<file path="config.mk">
export PLATFORM = sky130hd
export DESIGN_NAME = fifo_rd_stream_adapter
export DESIGN_NICKNAME = d
export VERILOG_FILES = /design/src/rtl/fifo_pkg.sv /design/src/rtl/fifo_rd_stream_adapter_skid_buf2.sv /design/src/rtl/fifo_rd_stream_adapter.sv
export SDC_FILE = /design/constraint.sdc
export NUM_CORES = 1
export LEC_CHECK = 0
export ABC_CLOCK_PERIOD_IN_PS = 2400
export CORE_MARGIN = 2
export CORE_UTILIZATION = 45
export CTS_CLUSTER_DIAMETER = 100
export DETAILED_ROUTE_END_ITERATION = 10
export PLACE_DENSITY = 0.83
export SLEW_MARGIN = 30
export SYNTH_ARGS = -nofsm -noshare
export SYNTH_HDL_FRONTEND = slang
export SYNTH_SLANG_ARGS = --single-unit
</file>
<file path="constraint.sdc">
create_clock -name clk -period 2.4 [get_ports clk]
set_input_delay 0.24 -clock clk [delete_from_list [all_inputs] [get_ports clk]]
set_output_delay 0.24 -clock clk [all_outputs]
set_load 0.01 [all_outputs]
</file>
<file path="src/rtl/fifo_pkg.sv">
// Shared constants and types for the FIFO read-side stream adapter.
// Defaults track the team's synchronous FIFO data width.
package fifo_pkg;

  localparam int N_DEF      = 4;
  localparam int CW_DEF     = 16;
  localparam int SKID_DEPTH = 2;

  typedef logic [1:0] occ_t;

  localparam occ_t SKID_FULL = occ_t'(SKID_DEPTH);

endpackage

</file>
<file path="src/rtl/fifo_rd_stream_adapter_skid_buf2.sv">
// Two-entry register buffer; pop shifts the head out before
// a push lands in the first free slot.
module skid_buf2
  import fifo_pkg::*;
#(
  parameter int N = N_DEF
) (
  input  logic         clk,
  input  logic         reset,
  input  logic         clear,
  input  logic         push,
  input  logic         pop,
  input  logic [N-1:0] din,
  output occ_t         occ,
  output logic [N-1:0] head
);

  occ_t         occ_q, occ_d, occ_pop;
  logic [N-1:0] e0_q, e0_d;
  logic [N-1:0] e1_q, e1_d;
  logic         pop_ok;

  always_comb begin
    pop_ok  = pop && (occ_q != 2'd0);
    occ_pop = occ_q - {1'b0, pop_ok};
    e0_d    = e0_q;
    e1_d    = e1_q;
    if (pop_ok)
      e0_d = e1_q;
    if (push) begin
      if (occ_pop == 2'd0)
        e0_d = din;
      else
        e1_d = din;
    end
    occ_d = occ_pop + {1'b0, push};
    if (clear)
      occ_d = 2'd0;
  end

  always_ff @(posedge clk) begin
    if (!reset) begin
      occ_q <= 2'd0;
      e0_q  <= '0;
      e1_q  <= '0;
    end else begin
      occ_q <= occ_d;
      e0_q  <= e0_d;
      e1_q  <= e1_d;
    end
  end

  // read issue is throttled on occ+inflight, so a third word never arrives
  always_ff @(posedge clk) begin
    if (reset)
      assert (!(push && occ_pop == SKID_FULL));
  end

  assign occ  = occ_q;
  assign head = e0_q;

endmodule

</file>
<file path="src/rtl/fifo_rd_stream_adapter.sv">
// Reads the synchronous FIFO, hides its one-cycle read latency
// and presents the words as a valid/ready stream.
module fifo_rd_stream_adapter
  import fifo_pkg::*;
#(
  parameter int N  = N_DEF,
  parameter int CW = CW_DEF
) (
  input  logic          clk,
  input  logic          reset,
  input  logic          fifo_empty,
  input  logic [N-1:0]  fifo_data_out,
  output logic          fifo_read_en,
  output logic          m_valid,
  output logic [N-1:0]  m_data,
  input  logic          m_ready,
  input  logic          flush,
  output logic [CW-1:0] word_cnt
);

  occ_t          occ;
  logic          pop;
  logic          push;
  logic [2:0]    pend;
  logic          inflight_q, inflight_d;
  logic [CW-1:0] word_cnt_q, word_cnt_d;

  assign m_valid = (occ != 2'd0);
  assign pop     = m_valid && m_ready;

  // m_ready reaches fifo_read_en combinationally so a pop frees a slot now
  always_comb begin
    pend = {1'b0, occ} + {2'b0, inflight_q} - {2'b0, pop};
    fifo_read_en = reset && !flush && !fifo_empty
                   && (pend < 3'd2);
    push       = inflight_q && !flush;
    inflight_d = fifo_read_en;
    word_cnt_d = word_cnt_q + CW'(pop);
  end

  always_ff @(posedge clk) begin
    if (!reset) begin
      inflight_q <= 1'b0;
      word_cnt_q <= '0;
    end else begin
      inflight_q <= inflight_d;
      word_cnt_q <= word_cnt_d;
    end
  end

  skid_buf2 #(
    .N (N)
  ) u_skid (
    .clk   (clk),
    .reset (reset),
    .clear (flush),
    .push  (push),
    .pop   (pop),
    .din   (fifo_data_out),
    .occ   (occ),
    .head  (m_data)
  );

  assign word_cnt = word_cnt_q;

endmodule

</file>
### Word-level counts from Yosys, hierarchy flattened

Index checks and enable logic that the tools add are counted.

| word-level totals | value |
|---|---|
| flip-flop bits (word level) | 27 |
| bits of input ports | 9 |
| output and inout port bits | 22 |
| word-level logic and storage cells | 28 |

| cells by class | value |
|---|---|
| $add $sub $neg | 5 |
| $lt $le $gt $ge | 1 |
| muxes and demuxes | 3 |
| bitwise gates (word level) | 2 |
| reduce and logical (&&, ||, !) cells | 12 |

Operators with widths:

| cell | count |
|---|---|
| $add 16x1->16 | 1 |
| $mux 4 | 3 |
| $logic_and 1x1->1 | 6 |
| $add 2x1->3 | 1 |
| $lt 3x2->1 const B | 1 |
| $sub 3x1->3 | 1 |
| $add 2x1->2 | 1 |
| $logic_not 1->1 | 2 |
| $logic_not 2->1 | 1 |
| $not 1->1 | 2 |
| $reduce_and 2->1 | 1 |
| $reduce_bool 2->1 | 1 |
| $reduce_or 2->1 | 1 |
| $sub 2x1->2 | 1 |

### Longest topological paths before layout

Gate-level depths: netlist of run 1.

| logic depth | value |
|---|---|
| depth after elaboration | 7 |
| gate-level depth with buffers | 9 |
| depth with buffers taken out | 8 |

### Hierarchy

A second synthesis of run 1 with hierarchy kept.

| unflattened totals | value |
|---|---|
| cells, all modules | 143 |
| area, all modules | 1315.0 um^2 |

Modules (own cells, without submodules):

| module | instances | cells each | area each (um^2) | sequential area each (um^2) |
|---|---|---|---|---|
| fifo_rd_stream_adapter | 1 | 92 | 838.3 | 340.3 |
| skid_buf2 | 1 | 51 | 476.7 | 200.2 |

### Least setup slack after synthesis of run 1

No wires, ideal clock.

| path | value |
|---|---|
| path type | register to output |
| start | register u_skid.occ_q[1], in the netlist u_skid.occ[1] |
| end | output fifo_read_en |
| arrival time | 2.239 ns |
| data required time | 2.160 ns |
| path slack | -0.079 ns |
| cell stages (with the launch flop) | 9 |
| path buffers | 0 |
| path through | dfxtp_1 > o21ai_1 > inv_1 > ha_1 > inv_1 > nand2_1 > fa_1 > xor2_1 > nor4b_1 |

| on the way | value |
|---|---|
| word-level cells in the longest chain between the ends | 5 |
| elaborated cells on any way between the ends | 6 |
| classes of those cells | add/sub: 2; order compare: 1; reduce/logical: 3 |

RTL lines:

| item | line | source |
|---|---|---|
| start: declaration | fifo_rd_stream_adapter_skid_buf2.sv:18 | `occ_t occ_q, occ_d, occ_pop;` |
| start signal: assignment | fifo_rd_stream_adapter_skid_buf2.sv:43 | `occ_q <= 2'd0;` |
| start signal: assignment | fifo_rd_stream_adapter_skid_buf2.sv:47 | `occ_q <= occ_d;` |
| parallel branches: the longest is 2 deep, another holds $add 2x1->3 | n/a |  |
| $sub 3x1->3 * | fifo_rd_stream_adapter.sv:33 | `pend = {1'b0, occ} + {2'b0, inflight_q} - {2'b0, pop};` |
| $lt 3x2->1 * | fifo_rd_stream_adapter.sv:35 | `&& (pend < 3'd2);` |
| $logic_and 1x1->1 * | fifo_rd_stream_adapter.sv:35 |  |
| end: declaration | fifo_rd_stream_adapter.sv:13 | `output logic fifo_read_en,` |

Every way passes the cells marked *.

### Final worst setup path of run 1

| path | value |
|---|---|
| start | register u_skid.occ_q[0], in the netlist u_skid.occ[0] |
| end | output fifo_read_en |

Same word-level chain as after synthesis.

==> run_results.csv, run 1 <==
group,metric,value,unit
setup_path,critPathKind,"flip-flop to output pin",
setup_path,endpoint_kind,"output pin",
sta,fmax,424,MHz
synthesis,synth_compound_area_share,13.0,%
clock_network,clock_sinks,27,
clock_network,cts_tree,"yes",
setup_path,cp_data_arrival_time,2.12,ns
clock_network,h-tree-depth,1,
setup_path,critical_path.max_stage_delay,0.36,ns
synthesis,ys_top_cells_by_area,"dfxtp_1, mux2i_1, a21oi_1, ha_1, o21ai_0",
setup_path,crit_path_frequent_cell,"inv_2",
global_route,grt_overflow_total,0,
layout,final_cell_mix,"clkdlybuf4s50_1, dfxtp_1, a21oi_1, o21ai_0, inv_1",
synthesis,synth-seq-cells,27,
layout,nets,196,
synthesis,synth.area.mux_share,6.29,%
sta,setup_ws,0.0389,ns
global_route,grt_usage,17.6,%
synthesis,syn_nets,157,
place,pre_cts_ws,-0.427,ns
clock_network,cts_max_path_buffers,2,
detailed_routing,vias_per_cell,5.46,
global_route,grt_pass1_vias,1145,
die,start_util,47.0,%
detailed_routing,wl_per_cell,13.0,um
sta,post-route-period-util,98.4,%
sta,rsz0062_at_grt,"yes",
setup_path,critPathSlowestCell,"fa_2",
place,place_area,1660,um^2
layout,stdcell_area,1710,um^2
synthesis,synth_top_cell_by_area,"dfxtp_1",
sta,hold_viol_final,0,
layout,fin_util,63.2,%
synthesis,syn_area,1270,um^2
layout,drive_gt1_share,14.4,%
sta,fin_setup_tns,0,ns
synthesis,synth_top_family_by_area,"simple AND/OR/NAND/NOR gates",
run_status,outcome,"complete, no violations",
synthesis,yosysSeqAreaShare,42.5,%
sta,hold_ws,0.486,ns
setup_path,required,2.16,ns
setup_path,critPathMaxFanout,2,
detailed_routing,drt_iter0_drc,39,
detailed_routing,num_vias,1153,
layout,stdcell_count,211,
detailed_routing,firstDrtPassIters,4,
pwr,report.power.total,717,uW
layout,layout_commonest_cell,"clkdlybuf4s50_1",
synthesis,syn_area_per_cell,8.96,um^2
die,fp.dieW,57.2,um
sta,period_needed,2.36,ns
job,drv_cap,0,
die,dieHeight,57.2,um
detailed_routing,drcViolationCount,0,
synthesis,yosys_warnings,0,
detailed_routing,ant_nets,0,
clock_network,clk_latency,0.32,ns
min_path,hold_class,"flip-flop to flip-flop",
detailed_routing,routed_wl,2750,um
synthesis,synthDominantCellAreaShare,42.5,%
synthesis,synthAdderAreaFrac,6.49,%
clock_network,holdBufCountCts,0,
die,die-area,3270,um^2
clock_network,cts_root_buf,"clkbuf_4",
setup_path,critPathBufInv,3,
layout,antennaDiodeCount,0,
synthesis,yosysUniqueCellTypes,27,
setup_path,startpoint_type,"flip-flop",
global_route,grt_pass1_wl,4720,um
clock_network,path_clk_slew,0.15,ns
global_route,grt_max_degree,17,
synthesis,synthCells,142,
layout,area_delta_synth_final,34.5,%
synthesis,synth-simple-area-share,23.9,%
sta,worstMarginPinSlew,0.458,ns
global_route,antenna_found_initial,0,
pwr,power_density,419,nW/um^2
die,core,2710,um^2
sta,finalSetupViolations,0,
setup_path,crit_family,"adder cells",
place,gp_congestion,0.815,
sta,clock_skew,0.0127,ns
clock_network,cts_buffers,3,
sta,maxSlewHeadroom,69.4,%
pwr,ir_drop,329,uV
synthesis,synth-xor-area-share,3.44,%
die,io_pins,31,
sta,slew_viol_final,0,
place,dp.cells,206,
pwr,p_leak,0.643,nW
place,detailed_place_hpwl,2060,um
die,num_rows,19,
setup_path,path_cells,"o21ai_2, inv_2, ha_4, inv_2, nand2_2, fa_2, xor2_1, nor4b_2, buf_2",
place,portBuffers,30,
-- cell usage after synthesis --
| library cell | instances |
|---|---|
| a21oi_1 | 15 |
| and2_1 | 2 |
| clkbuf_1 | 4 |
| dfxtp_1 | 27 |
| fa_1 | 1 |
| ha_1 | 5 |
| inv_1 | 11 |
| mux2i_1 | 8 |
| nand2_1 | 9 |
| nand2b_1 | 7 |
| nand3_1 | 8 |
| nand3_2 | 1 |
| nand4_1 | 2 |
| nand4_4 | 1 |
| nand4bb_1 | 1 |
| nor2_1 | 5 |
| nor2b_1 | 1 |
| nor4_1 | 4 |
| nor4b_1 | 2 |
| o21ai_0 | 11 |
| o21ai_1 | 1 |
| o31ai_1 | 4 |
| or3_1 | 1 |
| or3_2 | 2 |
| or4_1 | 4 |
| xnor2_1 | 3 |
| xor2_1 | 2 |
-- power breakdown --
part / internal [mW] / switching (mW)
logic: 0.0325 / 0.0293
registers: 0.453 / 0.00307
clock network: 0.0636 / 0.135
total: 0.549 / 0.168
-- logic make-up after synthesis --
group | after synthesis
AO/OA/AOI/OAI | 31
multiplexers | 8
flip-flops | 27
XOR/XNOR | 5
adder cells (fa/ha/maj) | 6
AND/OR/NAND/NOR | 50
buffers and inverters | 15
-- worst reg2reg max path, stage by stage, from the launching register on --
cell	delay (ns)
dfxtp_2	0.37
o21ai_2	0.07
inv_2	0.07
buf_4	0.10
ha_1	0.15
ha_1	0.21
nand3_2	0.19
or4_1	0.51
a21oi_1	0.14
-- flip-flops by register name, indices dropped and copies added (netlist names) --
signal,flops
inflight_q,1
u_skid.e1_q,4
u_skid.occ,2
u_skid.head,4
word_cnt,16
-- metal layers --
layer	up-vias	track usage (%)	wire length, um
met5	-	0	0
met4	0	5.65	21
met3	2	2.49	81
met2	21	33.5	1520
met1	551	20.1	1120
li1	579	-	-
-- what timing repair did --
| action | in CTS | in global routing |
|---|---|---|
| endpoints found under the setup margin | 1 | 1 |
| buffers inserted | 1 | 0 |
| pin swaps | 1 | 2 |
| resized for setup | 9 | 3 |
-- layout make-up --
type                    count  area (um^2)
clock buffers               3         22.5
repair buffers             38          355
clock inverters             1         7.51
flip-flops and latches     27          543
fillers                   239          998
inverters                  11         41.3
well taps                  31         38.8
multi-input cells         100          703
-- path summary, 6_finish.rpt --
check        cells past startpoint           end  slack (ns)     startpoint
min                              2  word_cnt[15]        0.49   word_cnt[15]
max reg2reg                      8  word_cnt[10]        0.55  u_skid.occ[0]
min reg2reg                      2  word_cnt[15]        0.49   word_cnt[15]
max                              9  fifo_read_en        0.04  u_skid.occ[0]
No activity file was read; power rests on OpenSTA's default activity.
==> run 2: changes to the inputs <==
Settings changed: CTS_CLUSTER_SIZE from default to 40.
==> results of run 2 <==
The final DEF is identical to that of run 1; final timing and power are the same.
==> edit 1, RTL diff (flow settings as in run 2) <==
Make the reset (`reset`) asynchronous in 2 clocked blocks.
--- a/src/rtl/fifo_rd_stream_adapter_skid_buf2.sv
+++ b/src/rtl/fifo_rd_stream_adapter_skid_buf2.sv
@@ -40,3 +40,3 @@
 
-  always_ff @(posedge clk) begin
+  always_ff @(posedge clk or negedge reset) begin
     if (!reset) begin
--- a/src/rtl/fifo_rd_stream_adapter.sv
+++ b/src/rtl/fifo_rd_stream_adapter.sv
@@ -40,3 +40,3 @@
 
-  always_ff @(posedge clk) begin
+  always_ff @(posedge clk or negedge reset) begin
     if (!reset) begin
Check against the original RTL: differs if reset is asserted again (counterexample within 4 cycles, from zero or initial values and one cycle with reset low); with reset held inactive, the same outputs for 10 cycles.
==> edit 1 against run 2 <==
- the flow now finishes with violations (negative setup slack)
- core utilization up 0.090 points
- worst hold slack worse by 180 ps
- final cell count shrank 16%
- setup slack got worse by 87 ps
- non-clock buffer count up 1
- final area increased by 2.8%
- sequential cell count unchanged
- area after synthesis is 3.7% higher
- via count is 19% lower
- routed wire length shrank 4.7%
- critical path type unchanged
- highest routed layer unchanged
Power is not compared: it rests on default switching activity, and its combinational part moved more than twofold at a synthesized area within 25%.
==> edit 1: results (changes against run 2) <==
failing checks negative setup slack; vias per std cell 5.24 (-4.2%); FF-to-FF path depth 11 (+3); leakage power 0.839 nW; crit-path max cell delay 500 ps (+140 ps); Placed Cells 169 (-18%); hold crit path type in2async; RR Endpoint inflight_q; met2 wire len 1390 um (-8.6%); GR Util met1 0.219 (+0.0189); Clk power 0.195 mW; NumNets Final 163 (-17%); wire per inst 14.7 um (+13%); Final Setup Violations 1 (+1); vias in the first global route 976 (-15%); async set or reset register ratio after synthesis 1.00 (+1.00); PortBufs 30 (unchanged); maximum number of pins on one net before global-route repair 28 (+11); first-pass GRT wire length 4590 um (-2.8%); post-route setup slack -47.8 ps (-86.7 ps); Setup Fix Bufs, Post-CTS 4 (+3); Finished Layout Cells 178 (-16%); Distinct cells, synth 24 (-11%); Final GP Congestion 0.834 (+2.4%); critical path's slowest cell fa_1; Fin Clk Skew 3.94 ps (-8.72 ps); CP arrival 2210 ps (+90 ps); Place WS -374 ps (+52.9 ps); fill count 219 (-8.4%); outcome complete, but fails checks; number of gates resized after cts 7 (-2); Syn Nets 121 (-23%); fin area 0.00176 mm2 (+2.8%); met2 GRT Util 0.310 (-0.0249); Post-DP Area 0.00168 mm2 (+1.5%); post-DP HPWL 1930 um (-6.3%); Setup TNS Final -47.8 ps (-47.8 ps); met1 wire length 1080 um (-4.0%); metal3 WL 91 um (+12%); top post-synthesis cells by area dfrtp_1 (51%), xor2_1 (7.3%), ha_1 (4.7%), mux2_2 (3.4%), xnor2_1 (3.3%); share of post-route cells with drive strength above 1 0.197 (+0.0528); Total GRT Usage 0.180 (+0.00345); top_reg_cell synth dfrtp_1; crit path from u_skid.occ[0]; sequential area share after synthesis 0.512 (+0.0871); GR Layer Usage met3 0.0268 (+0.00184); relative max-transition margin 0.752 (+0.0581); register-to-register path setup slack 190 ps (-360 ps); Clock transition at path regs 130 ps (-20 ps); Post-Syn Area per Cell 12.5 um2 (+39%)
edit 1: cell count changes in the layout (fill, tap and decap cells not counted), sizes merged, moves of 7 or more:
| cell | change |
|---|---|
| nand2b | -7 |
| a21oi | -11 |
| xor2 | +9 |
| dfxtp | -27 |
| o21ai | -12 |
| dfrtp | +27 |
edit 1: cell type report:
class | instances | share of cell area
Clock buffer | 4 | 0.0149
Inverter | 7 | 0.0164
Multi-Input combinational cell | 70 | 0.356
Sequential cell | 27 | 0.384
Tap cell | 31 | 0.0220
Timing Repair Buffer | 39 | 0.206
edit 1: logic make-up (layout without fill, tap and decap cells):
group | count (synthesis) | in the layout | synth area share
adders and majority gates | 6 | 6 | 0.0626
buffers and inverters | 9 | 50 | 0.0265
DFF | 27 | 27 | 0.512
muxes | 8 | 8 | 0.0645
AOI/OAI and AO/OA | 6 | 6 | 0.0265
and+or+nand+nor | 34 | 34 | 0.202
xor gates and xnor gates | 16 | 16 | 0.106
==> edit 2, RTL diff (settings of run 2) <==
Without the edit above. `CW_DEF`: 16 -> 17.
--- a/src/rtl/fifo_pkg.sv
+++ b/src/rtl/fifo_pkg.sv
@@ -5,3 +5,3 @@
   localparam int N_DEF      = 4;
-  localparam int CW_DEF     = 16;
+  localparam int CW_DEF     = 17;
   localparam int SKID_DEPTH = 2;
Ports: changed (resized word_cnt); port bits go from 31 to 32. No check against the original RTL was run, so the function may have changed too.
==> edit 2 against run 2 <==
- the run now ends with negative setup slack left
- sequential cell count is 1 higher
- total power hardly changed
- combinational power is 8.1% lower
- final area is 0.80% lower
- area after synthesis is 1.5% lower
- worst hold slack better by 14 ps
- routed wire length is 6.2% lower
- clock skew is 6.3 ps lower
- setup slack worse by 190 ps
- highest routed layer unchanged
==> edit 2: results (changes against run 2) <==
outcome complete, but fails checks; failing checks negative setup slack; post-route setup slack -155 ps (-194 ps); Setup Fix Bufs, Post-CTS 0 (-1); area occupied by multi-input gates 692 um2 (-1.6%); Syn Nets 148 (-5.7%); Final Setup Violations 1 (+1); ClkCell Share 0.0133 (-0.00428); multi-input combinational gate total 94 (-6.0%); CTS Sinks 28 (+3.7%); Max VDD drop 0.589 mV (+79%); Total GRT Usage 0.176 (+0.000278); NumNets Final 187 (-4.6%); internal power 0.559 mW (+1.8%); sequential cell area share 0.331 (+0.0136); leading cell types by count after synthesis dfxtp_1 (28), nor2_1 (17), xor2_1 (11); hold path start word_cnt[16]; top post-synthesis cells by area dfxtp_1 (45%), xor2_1 (7.7%), mux2i_1 (6.4%), nor2_1 (5.1%), ha_1 (5.0%); Post-Synth XOR/XNOR Area 0.0908 (+0.0564); Setup TNS Final -155 ps (-155 ps); Layout area overhead 35.4%; nonclk buf count 37 (-2.6%); drt initial violations 11 (-72%); compound-gate portion of the synthesized area 0.0679 (-0.0619); Post-DP Area 0.00165 mm2 (-0.38%); max reg flops 17 (+1); Final GP Congestion 0.750 (-8.0%); sequential area share after synthesis 0.447 (+0.0223); Fin Clk Skew 6.35 ps (-6.31 ps); PortBufs 31 (+3.3%); first-pass GRT wire length 4550 um (-3.6%); Clock transition at path regs between 100 and 150 ps; Place WS -502 ps (-74.5 ps); post-DP HPWL 1960 um (-4.7%); cell family with most CP delay simple AND/OR/NAND/NOR gates; vias per std cell 5.27 (-3.6%); Clk network pwr share 0.263 (-0.015); Non-clk invs 8 (-3); crit-path max cell delay 410 ps (+50 ps); leakage power 0.662 nW (+2.9%); hold path endpoint word_cnt[16]
## edit 2: cell types whose count changed after synthesis, sizes merged, moves of 4 or more
cell    delta
xor2       +9
a21oi      -7
nand2b     -6
o21ai      -6
inv        -4
nor2      +12
nor4       -4
## edit 2: what timing repair did
item                                   4_1_cts  5_1_grt
endpoints found under the hold margin        0        0
pin swaps                                    2        0
setup endpoints to repair                    1        1
gates resized for setup                     13        0
## edit 2: routing by layer
metal  track usage  vias up  share of wire
li1              -      527              -
met3        0.0507        2          0.051
met5             0        -              0
met1         0.205      500           0.42
met4        0.0299        0         0.0074
met2         0.324       30           0.52
## edit 2: per-stage QoR
step | hold WS [ps] | instances
6_report | 500 | 201
4_1_cts | 502 | 201
3_3_place_gp | 463 | 198
2_1_floorplan | 317 | 133
3_5_place_dp | 484 | 198
5_1_grt | 522 | 201
## edit 2: worst min-delay path: cells and delay by family (launching register included)
kind	cells	cell delay, ps
DFF	1	350
AOI/OAI and AO/OA	2	130
